===== config.mk =====
export PLATFORM = sky130hd
export DESIGN_NAME = pwm_servo_generator_flat
export DESIGN_NICKNAME = d
export VERILOG_FILES = /design/src/rtl/pwm_gen_pkg.sv /design/src/rtl/pwm_servo_generator_if.sv /design/src/rtl/pwm_width_calc.sv /design/src/rtl/pwm_servo_generator.sv /design/src/flat_wrapper.sv
export SDC_FILE = /design/constraint.sdc
export NUM_CORES = 1
export LEC_CHECK = 0
export CAP_MARGIN = 0
export CORE_MARGIN = 5
export CORE_UTILIZATION = 45
export DETAILED_ROUTE_END_ITERATION = 10
export PLACE_DENSITY = 0.65
export SYNTH_ARGS = -nofsm -noshare
export SYNTH_HDL_FRONTEND = slang
export SYNTH_HIERARCHICAL = 1
export SYNTH_SLANG_ARGS = --single-unit

===== constraint.sdc =====
create_clock -name clk -period 2.5 [get_ports clk]
set_input_delay 0.375 -clock clk [delete_from_list [all_inputs] [get_ports clk]]
set_output_delay 0.375 -clock clk [all_outputs]
set_load 0.05 [all_outputs]

===== src/rtl/pwm_gen_pkg.sv =====
// Shared state encoding and default timing constants for the servo PWM generator.
package pwm_gen_pkg;

    typedef enum logic [1:0] {
        StIdle = 2'b00,
        StHigh = 2'b01,
        StLow  = 2'b10
    } state_e;

    // Default timing: 20 ms frame, 1.0 ms .. 2.0 ms pulse at a 1 MHz clock
    localparam int unsigned DefPeriodCycles = 20000;
    localparam int unsigned DefMinPulse     = 1000;
    localparam int unsigned DefMaxPulse     = 2000;
    localparam int unsigned DefStep         = 4;

    localparam int unsigned SetpointW = 8;
    localparam int unsigned WidthW    = 11;
    localparam int unsigned CalcW     = 12;
    localparam int unsigned CntW      = 15;

endpackage


===== src/rtl/pwm_servo_generator_if.sv =====
// Control/status bundle between a host and the servo PWM generator.
interface pwm_servo_generator_if;
    import pwm_gen_pkg::*;

    logic                 enable;
    logic [SetpointW-1:0] setpoint;
    logic                 load;
    logic                 pwm_out;
    logic                 frame_start;
    logic                 active;
    logic [WidthW-1:0]    width_q;

    modport master (
        output enable, setpoint, load,
        input  pwm_out, frame_start, active, width_q
    );

    modport slave (
        input  enable, setpoint, load,
        output pwm_out, frame_start, active, width_q
    );

endinterface


===== src/rtl/pwm_width_calc.sv =====
// Combinational pulse-width computation: MIN_PULSE + STEP*setpoint, clamped to MAX_PULSE.
module pwm_width_calc
    import pwm_gen_pkg::*;
#(
    parameter int unsigned MIN_PULSE = DefMinPulse,
    parameter int unsigned MAX_PULSE = DefMaxPulse,
    parameter int unsigned STEP      = DefStep
) (
    input  logic [SetpointW-1:0] i_setpoint,
    output logic [WidthW-1:0]    o_width
);

    localparam logic [CalcW-1:0] MinW  = CalcW'(MIN_PULSE);
    localparam logic [CalcW-1:0] MaxW  = CalcW'(MAX_PULSE);
    localparam logic [CalcW-1:0] StepW = CalcW'(STEP);

    logic [CalcW-1:0] w_raw;

    // Unclamped width in 12-bit arithmetic, then saturate at the upper limit
    always_comb begin
        w_raw = MinW + StepW * CalcW'(i_setpoint);
        if (w_raw > MaxW) begin
            o_width = WidthW'(MaxW);
        end else begin
            o_width = WidthW'(w_raw);
        end
    end

endmodule


===== src/rtl/pwm_servo_generator.sv =====
// Servo PWM generator: frame FSM, frame counter, setpoint shadow register and reset synchroniser.
module pwm_servo_generator
    import pwm_gen_pkg::*;
#(
    parameter int unsigned PERIOD_CYCLES = DefPeriodCycles,
    parameter int unsigned MIN_PULSE     = DefMinPulse,
    parameter int unsigned MAX_PULSE     = DefMaxPulse,
    parameter int unsigned STEP          = DefStep
) (
    input  logic                  clk,
    input  logic                  rst_n,
    pwm_servo_generator_if.slave  bus
);

    localparam logic [CntW-1:0] LastCnt = CntW'(PERIOD_CYCLES - 1);

    logic [1:0]           r_rst_sync;
    state_e               r_state;
    state_e               w_state_d;
    logic [CntW-1:0]      r_cnt;
    logic [CntW-1:0]      w_cnt_d;
    logic [SetpointW-1:0] r_shadow;
    logic [WidthW-1:0]    r_width;
    logic [WidthW-1:0]    w_width_d;
    logic [WidthW-1:0]    w_calc_width;
    logic                 w_start;
    logic                 r_pwm;
    logic                 r_frame_start;
    logic                 r_active;

    pwm_width_calc #(
        .MIN_PULSE (MIN_PULSE),
        .MAX_PULSE (MAX_PULSE),
        .STEP      (STEP)
    ) u_width_calc (
        .i_setpoint (r_shadow),
        .o_width    (w_calc_width)
    );

    // Reset release synchroniser: asserts asynchronously, releases through two flops
    always_ff @(posedge clk or negedge rst_n) begin
        if (!rst_n) begin
            r_rst_sync <= 2'b00;
        end else begin
            r_rst_sync <= {r_rst_sync[0], 1'b1};
        end
    end

    // Shadow register; loads are ignored until the release has reached the second stage
    always_ff @(posedge clk or negedge rst_n) begin
        if (!rst_n) begin
            r_shadow <= '0;
        end else if (bus.load && r_rst_sync[1]) begin
            r_shadow <= bus.setpoint;
        end
    end

    // Next-state, counter and width relatch decisions
    always_comb begin
        w_state_d = r_state;
        w_cnt_d   = r_cnt;
        w_width_d = r_width;
        w_start   = 1'b0;
        unique case (r_state)
            StIdle: begin
                // The FSM may leave IDLE on the same edge the second sync stage releases
                if (bus.enable && r_rst_sync[0]) begin
                    w_start = 1'b1;
                end
            end
            StHigh: begin
                w_cnt_d = r_cnt + CntW'(1);
                if (r_cnt == CntW'(r_width) - CntW'(1)) begin
                    w_state_d = StLow;
                end
            end
            StLow: begin
                if (r_cnt == LastCnt) begin
                    if (bus.enable) begin
                        w_start = 1'b1;
                    end else begin
                        w_state_d = StIdle;
                        w_cnt_d   = '0;
                    end
                end else begin
                    w_cnt_d = r_cnt + CntW'(1);
                end
            end
            default: begin
                w_state_d = StIdle;
                w_cnt_d   = '0;
            end
        endcase
        // Frame boundary: width comes from the shadow value held before this edge
        if (w_start) begin
            w_state_d = StHigh;
            w_cnt_d   = '0;
            w_width_d = w_calc_width;
        end
    end

    // State, counter, width and registered outputs; reset clears pwm_out immediately
    always_ff @(posedge clk or negedge rst_n) begin
        if (!rst_n) begin
            r_state       <= StIdle;
            r_cnt         <= '0;
            r_width       <= '0;
            r_pwm         <= 1'b0;
            r_frame_start <= 1'b0;
            r_active      <= 1'b0;
        end else begin
            r_state       <= w_state_d;
            r_cnt         <= w_cnt_d;
            r_width       <= w_width_d;
            r_pwm         <= (w_state_d == StHigh);
            r_frame_start <= w_start;
            r_active      <= (w_state_d != StIdle);
        end
    end

    assign bus.pwm_out     = r_pwm;
    assign bus.frame_start = r_frame_start;
    assign bus.active      = r_active;
    assign bus.width_q     = r_width;

endmodule


===== src/flat_wrapper.sv =====
// flat-port wrapper written by rule: the top's interface ports become plain ports
module pwm_servo_generator_flat import pwm_gen_pkg::*;
#(
    parameter int unsigned PERIOD_CYCLES = DefPeriodCycles,
    parameter int unsigned MIN_PULSE     = DefMinPulse,
    parameter int unsigned MAX_PULSE     = DefMaxPulse,
    parameter int unsigned STEP          = DefStep
)
  (clk, rst_n, bus_enable, bus_setpoint, bus_load, bus_pwm_out, bus_frame_start, bus_active, bus_width_q);
  pwm_servo_generator_if bus_i ();
  input  logic clk;
  input  logic rst_n;
  input wire logic [$bits(bus_i.enable)-1:0] bus_enable;
  input wire logic [$bits(bus_i.setpoint)-1:0] bus_setpoint;
  input wire logic [$bits(bus_i.load)-1:0] bus_load;
  output wire logic [$bits(bus_i.pwm_out)-1:0] bus_pwm_out;
  output wire logic [$bits(bus_i.frame_start)-1:0] bus_frame_start;
  output wire logic [$bits(bus_i.active)-1:0] bus_active;
  output wire logic [$bits(bus_i.width_q)-1:0] bus_width_q;
  assign bus_i.enable = bus_enable;
  assign bus_i.setpoint = bus_setpoint;
  assign bus_i.load = bus_load;
  assign bus_pwm_out = bus_i.pwm_out;
  assign bus_frame_start = bus_i.frame_start;
  assign bus_active = bus_i.active;
  assign bus_width_q = bus_i.width_q;
  pwm_servo_generator #(.PERIOD_CYCLES(PERIOD_CYCLES), .MIN_PULSE(MIN_PULSE), .MAX_PULSE(MAX_PULSE), .STEP(STEP)) u_core (.clk(clk), .rst_n(rst_n), .bus(bus_i));
endmodule

### Word-level counts from Yosys, hierarchy flattened

Cells that the tools add are included.

* register bits after elaboration: 41
* input port bits: 12
* output and inout bits: 14
* word-level logic and storage cells: 38

* add/subtract/negate cells: 3
* order comparisons: 1
* equal/unequal tests: 7
* multiplexer cells: 14
* reductions and logical operators: 5

Operators with widths (count)
* $mux 15: 3
* $pmux 15 s3: 1
* $add 15x1->15 const B: 1
* $eq 15x15->1: 1
* $eq 15x15->1 const B: 1
* $sub 11x1->12 const B: 1
* $add 10x10->11 const A: 1
* $gt 11x11->1 const B: 1
* $mux 11: 1
* $mux 2: 4
* $pmux 2 s3: 1
* $eq 2x1->1 const B: 2
* $ne 4x3->1 const B: 1
* $mux 1: 3
* $eq 2x2->1 const B: 1
* $logic_and 1x1->1: 2
* $logic_not 2->1: 1
* $ne 2x1->1 const B: 1
* $pmux 1 s2: 1
* $reduce_and 2->1: 1
* $reduce_bool 2->1: 1

### Depth between registers and ports, before layout

Gate-level depths: netlist of run 1.

* depth in word-level cells: 6
* depth in mapped cells: 9
* mapped depth without buffers: 8

### Modules after synthesis

The synthesis of run 1 kept the hierarchy.

Modules (own cells, without submodules)
* pwm_servo_generator: times used 1, cells an instance 259, area each 2417.3 um^2, seq. area each 1026.0 um^2
* pwm_width_calc: times used 1, cells an instance 34, area each 226.5 um^2, seq. area each 0.0 um^2

### Worst setup path after synthesis of run 1

OpenSTA, ideal clock, no wires.

* path kind: register to register
* start point: register u_core.r_width[0], in the netlist u_core/bus.width_q[0]
* end point: register u_core.r_state[0]
* setup time: 120 ps
* arrival time: 2297 ps
* required time: 2380 ps
* setup slack: 84 ps
* stages on the path, launching flop included: 9
* path buffers: 0
* clock period less this slack: 2416 ps
* cell sequence: dfrtp_1 -> inv_1 -> ha_1 -> or4b_4 -> nor2_2 -> xnor2_1 -> a2111oi_4 -> nand3_2 -> a31o_1

* word-level cells in the longest chain between the ends: 5

Ends and longest elaborated chain
* start, declared: RTL line pwm_servo_generator.sv:23 `logic [WidthW-1:0] r_width;`
* start signal, assigned: RTL line pwm_servo_generator.sv:114 `r_width <= w_width_d;`
* $sub 11x1->12: RTL line pwm_servo_generator.sv:73 `if (r_cnt == CntW'(r_width) - CntW'(1)) begin`
* $eq 15x15->1: RTL line pwm_servo_generator.sv:73
* $mux 2: RTL line pwm_servo_generator.sv:73
* $pmux 2 s3: RTL line pwm_servo_generator.sv:64 `unique case (r_state)`
* $mux 2: RTL line pwm_servo_generator.sv:95 `if (w_start) begin`
* via u_core.w_state_d[0]: RTL line pwm_servo_generator.sv:19 `state_e w_state_d;`
* end signal, assigned: RTL line pwm_servo_generator.sv:105 `r_state <= StIdle;`
* end signal, assigned: RTL line pwm_servo_generator.sv:112 `r_state <= w_state_d;`
* end, declared: RTL line pwm_servo_generator.sv:18 `state_e r_state;`

The timed path passes the listed nets, and every way through them passes these cells.
A chain may end at the register's enable or synchronous reset.

### Worst setup path after layout of run 1

* start point: register u_core.r_width[2], in the netlist u_core/bus.width_q[2]
* end point: register u_core.r_state[0]

Same word-level chain as after synthesis.

==> impl_metrics.csv, run 1 <==
group,metric,value,unit
run_status,status,"complete, no violations",
setup_path,reg2reg_from,"u_core/bus.width_q[2]",
setup_path,crit_path_end_kind,"flip-flop",
die,core-area,0.00582,sq mm
synthesis,synth-edff-count,0,
grt,grt_pass1_vias,2257,
synthesis,netlist_instances,293,
synthesis,synth_flop_cell,"dfrtp_1",
finish,antenna_cells,0,
grt,grt_use_met1,22.5,%
setup_path,critPathRequiredTime,2680,ps
cts,post_cts_buffers,0,
drt,drt-initial-drc-count,162,
die,dieArea,0.00751,sq mm
die,io_pins,26,
setup_path,crit_arrival,2450,ps
drt,first_pass_iters,4,
drt,totalWireLength,5990,um
die,rows,28,
synthesis,synthesis.area,0.00264,sq mm
hold_path,hold_class,"input port to async pin",
finish,nFillCells,563,
cts,clock_path_buffers,2,
cts,cts-buffers-inserted,5,
drt,ant_nets,0,
drt,drc_errors,0,
timing,finalMaxSlewViolations,0,
grt,met3_usage,3.71,%
synthesis,synth_cell_type_count,65,
placed_design,dp_hpwl,4470,um
grt,gr-usage-met2,30.7,%
die,die_h,86.7,um
finish,fin_nets,339,
pwr,power.leakage,0.00134,uW
cts,cts_tree,"yes",
cts,path_clk_slew,80,ps
timing,fmax,0.442,GHz
grt,grt.total_usage,17.9,%
timing,max_slew.worst_pin.slew,921,ps
grt,grt_max_degree,42,
timing,setup_viol,0,
finish,finish.utilization,52.6,%
synthesis,synth_seq_area_share,38.8,%
grt,antenna_found_initial,0,
finish,seq_area,0.00103,sq mm
timing,setup_tns,0,ps
timing,finalHoldViolations,0,
grt,grt_pass1_wl,10700,um
cts,cts.sinks,41,
drt,drt-vias-per-instance,5.66,
placed_design,routabilityCongestion,0.842,
synthesis,ys_ff_latch,41,
timing,rsz0062_at_grt,"no",
finish,multi_input_area,0.00152,sq mm
cts,cts_resized,0,
placed_design,io_buffers,25,
cts,htreeDepth,2,
grt,overflow,0,
timing,post-route-min-period,2260,ps
setup_path,start_kind,"flip-flop",
setup_path,startpoint,"u_core/bus.width_q[2]",
synthesis,ys_warn_count,6,
flow_run,cap_violations,0,
grt,grt-busiest-layer,"met2",
finish,layout-drive-gt1-share,13.4,%
pwr,ir_drop,0.253,mV
setup_path,cp_max_fo,9,
timing,period_share,90.6,%
finish,area_delta_synth_final,15.6,%
cts,root_buffer,"clkbuf_8",
drt,wl_per_cell,15.2,um
drt,vias,2235,
synthesis,async_reset_ff_share,100,%
timing,slew_headroom,38.6,%
synthesis,synth_area_per_cell,9.02,sq um
die,die_w,86.7,um
cts,cts_hold_buf,0,
pwr,pwr_density_cell,424,mW/mm^2
cts,clkLatencyLatePin,290,ps
timing,clock_skew,6.29,ps
setup_path,crit_type,"flip-flop to flip-flop",
die,start_util,45.5,%
[cell type report]
cell class	count	area share [%]
inverter	9	1.11
sequential	41	33.6
clock inverter	1	0.246
multi-input combinational	232	49.8
clock buffer	6	2.70
timing repair buffer	31	9.50
tap	75	3.07
[placed cells by master (no fill, tap or decap), types with 3 or more instances in the layout]
cell type and n:
a21o_1 9, a21oi_1 7, xnor2_1 8, nor4_1 6, clkdlybuf4s50_1 24, conb_1 3
o21ai_0 18, nand3_1 11, xor2_1 6, dfrtp_1 41, mux2_2 9, clkbuf_8 6
nor2_1 14, and4_1 3, a22o_1 8, nor2b_1 4, ha_1 7, a31oi_1 5
nand4_1 3, or3_1 3, and3_1 4, nand2_1 46, nor3_1 12, inv_1 8
nand2b_1 3, buf_4 6
[through the flow]
stage                     cell area (sq um)  hold WS, ps  cells  setup slack (ps)  power, uW
after floorplan                        2650         79.4    294              83.6        815
after global placement                 2960          426    388               214        862
after detailed placement               2960          436    388               165        865
after CTS                              3050          260    395               148       1320
after global routing                   3060          303    395              48.7       1380
final                                  3060          222    395               236       1300
[worst max-delay path: stages (launching register included)]
cell	delay [ps]
dfrtp_1	480
or4_4	540
nor4_1	410
nor2_1	110
a211oi_2	270
nand3_2	130
a31o_1	230
[synth_stat cells, types with 3 or more instances]
master    instances  area share (%)
nor2_1           15             2.1
mux2_2            9             3.8
o21ai_0          18             3.4
buf_2             4            0.76
dfrtp_1          41              39
and4_1            3            0.99
inv_1             8             1.1
ha_1              7             3.3
a21oi_1           7             1.3
xor2_1            6             2.0
nand2_1          46             6.5
a21o_1            9             2.6
nand2b_1          3            0.71
nor2b_1           4            0.95
or3_1             3            0.71
nor3_1           12             2.3
and3_1            4            0.95
clkbuf_1          3            0.43
nand4_1           3            0.71
a31oi_1           5             1.2
nor4_1            6             1.4
a22o_1            8             2.7
xnor2_1           8             2.7
nand3_1          11             2.1
[final timing paths]
path | to | slack [ps] | cells past startpoint
worst max-delay path | u_core/r_state[0] | 240 | 6
worst min-delay path | u_core/r_cnt[4] | 220 | 1
worst max register to register | u_core/r_state[0] | 240 | 6
worst min register to register | u_core/r_rst_sync[1] | 450 | 0
max in group asynchronous | u_core/bus.width_q[8] | 1710 | 1
min in group clk | u_core/r_rst_sync[1] | 450 | 0
[routing by layer]
metal	vias to the layer above	wire, um
met5	-	0
met4	0	63
met3	4	258
met2	49	3050
met1	1076	2610
li1	1106	-
[flip-flops by register name (all words and copies together) (netlist names)]
register and flops:
u_core/r_rst_sync 2, u_core/bus.frame_start 1, u_core/bus.pwm_out 1, u_core/r_state 2
u_core/bus.active 1, u_core/r_cnt 15, u_core/r_shadow 8, u_core/bus.width_q 11
[cells by family after synthesis]
group	share of synthesized area (%)
AND/OR/NAND/NOR	27.8
flip-flops	38.8
adder cells (fa/ha/maj)	3.31
other	0.284
buffers and inverters	3.83
multiplexers	3.83
AO/OA/AOI/OAI	17.5
XOR/XNOR	4.64
[power breakdown]
| group | internal (uW) | switching, uW | total (uW) |
|---|---|---|---|
| combinational | 70.2 | 70.6 | 141 |
| sequential | 683 | 28.6 | 712 |
| clock | 218 | 225 | 443 |
Power figures use the tool's default switching activity.
==> run 2, diff against run 1 <==
- SLEW_MARGIN: default -> 20
==> results of run 2 <==
Final layout, timing and power as in run 1 (identical DEF).
==> patch, RTL diff (settings of run 1) <==
Reset style: synchronous (`rst_n`), changed in 3 clocked blocks. Comments in the files are not updated.
--- a/src/rtl/pwm_servo_generator.sv
+++ b/src/rtl/pwm_servo_generator.sv
@@ -39,5 +39,5 @@
 
     // Reset release synchroniser: asserts asynchronously, releases through two flops
-    always_ff @(posedge clk or negedge rst_n) begin
+    always_ff @(posedge clk) begin
         if (!rst_n) begin
             r_rst_sync <= 2'b00;
@@ -48,5 +48,5 @@
 
     // Shadow register; loads are ignored until the release has reached the second stage
-    always_ff @(posedge clk or negedge rst_n) begin
+    always_ff @(posedge clk) begin
         if (!rst_n) begin
             r_shadow <= '0;
@@ -101,5 +101,5 @@
 
     // State, counter, width and registered outputs; reset clears pwm_out immediately
-    always_ff @(posedge clk or negedge rst_n) begin
+    always_ff @(posedge clk) begin
         if (!rst_n) begin
             r_state       <= StIdle;
Check against the original RTL: differs if rst_n is asserted again (counterexample within 4 cycles, from zero or initial values and one cycle with rst_n low); with rst_n held inactive, the same outputs for 10 cycles.
==> patch against run 1 <==
  * Critical path depth is 3 higher
  * Design area is 7.2% lower
  * Wire length is 13% lower
  * Area after synthesis is 7.9% lower
  * Clock skew is 0.0011 ns lower
  * Via count is 5.4% lower
  * Sequential cell count stayed put
  * Setup slack worse by 0.040 ns
Power is not compared: it rests on default switching activity, and its combinational part moved more than twofold at a synthesized area within 25%.
==> patch: results (changes against run 1) <==
Global routing
The aggregate global-route resource usage came to 0.153 (-0.0255). The maximum number of pins on one net before global-route repair is 24 (-43%). The global-route wire length before repair is 8.89 mm (-17%). The met2 usage in global routing is 0.222 (-0.0851).

The met3 track demand over resource in global routing is 0.0474 (+0.0103).

Route
The wire length after detailed routing is 5.22 mm (-13%). The iteration-0 DRC count of the detailed router is 148 (-8.6%). The met1 wire length is 2.54 mm (-2.7%). The met3 wire length came to 333 um (+29%). The detailed-routed wire length on met2 is 2.33 mm (-24%). The total number of vias is 2115 (-5.4%).

Synth
The most used flip-flop cell after synthesis is dfxtp_1. The adder-cell share of the synthesized area is 0.0360 (+0.00284). The post-synthesis compound-gate area fraction is 0.150 (-0.0251). The synthesized instance count is 291 (-0.68%). The share of the synthesized netlist area taken by xor and xnor gates came to 0.0971 (+0.0507).

Ranked by total cell area, the synthesized netlist is headed by dfxtp_1, xnor2_1, mux2i_1. Ranked by instance count, the synthesized netlist is headed by dfxtp_1, nor2_1, nand2_1.

Finish
The share of layout cells above drive strength 1 is 0.0665 (-0.0679). The final-stage net count is 334 (-1.5%). The relative area change from synthesis to final layout is 16.5%.

Placed design
The sum of net half-perimeters after detailed placement is 3.88 mm (-13%). The number of instances in the placed design came to 378 (-2.6%). The worst slack at placement is 0.146 ns (-0.0194 ns).

Worst hold path
The path class of the tightest hold or removal check is register to register.

Timing
The clock skew after layout is 0.00520 ns (-0.00109 ns).

Critical path
The critical-path maximum fanout was 6 (-3).

Outcome
The run finished with clean final reports.
patch: changes by cell type after synthesis, sizes merged, moves of 7 or more:
| cell | before | now |
|---|---|---|
| o21ai | 18 | 8 |
| mux2 | 9 | 0 |
| xnor2 | 8 | 15 |
| dfrtp | 41 | 0 |
| nand2 | 46 | 25 |
| a22o | 8 | 0 |
| a21boi | 0 | 10 |
| nor2 | 16 | 28 |
| mux2i | 0 | 12 |
| dfxtp | 0 | 41 |
| nor2b | 4 | 12 |
patch: worst max-delay path, cell delays in order, from the launching register on:
cell      delay (ns)
dfxtp_1         0.32
inv_1           0.05
ha_1            0.20
or3b_4          0.44
a311oi_2        0.28
o211a_1         0.17
and4_1          0.18
nand4_1         0.15
or3_1           0.37
nand4_1         0.09
patch: worst paths after layout:
kind,cells after the start,slack [ns],start,end
setup / recovery,9,0.20,u_core/bus.width_q[0],u_core/bus.active
hold / removal,2,0.49,u_core/r_shadow[0],u_core/r_shadow[0]
setup reg to reg,9,0.20,u_core/bus.width_q[0],u_core/bus.active
hold reg to reg,2,0.49,u_core/r_shadow[0],u_core/r_shadow[0]
patch: area by class of cell:
cell class / instances / share of cell area
Timing Repair Buffer: 30 / 0.101
Multi-Input combinational cell: 227 / 0.535
Inverter: 10 / 0.0132
Clock inverter: 3 / 0.00617
Sequential cell: 41 / 0.289
Clock buffer: 5 / 0.0243
Tap cell: 70 / 0.0309
patch: power groups by stage:
stage | clock network, mW | logic [mW] | registers [mW]
CTS | 0.446 | 0.332 | 0.710
finish | 0.436 | 0.336 | 0.710
global placement | 0 | 0.329 | 0.725
floorplan | 0 | 0.196 | 0.768
detailed placement | 0 | 0.331 | 0.726
global route | 0.484 | 0.369 | 0.716
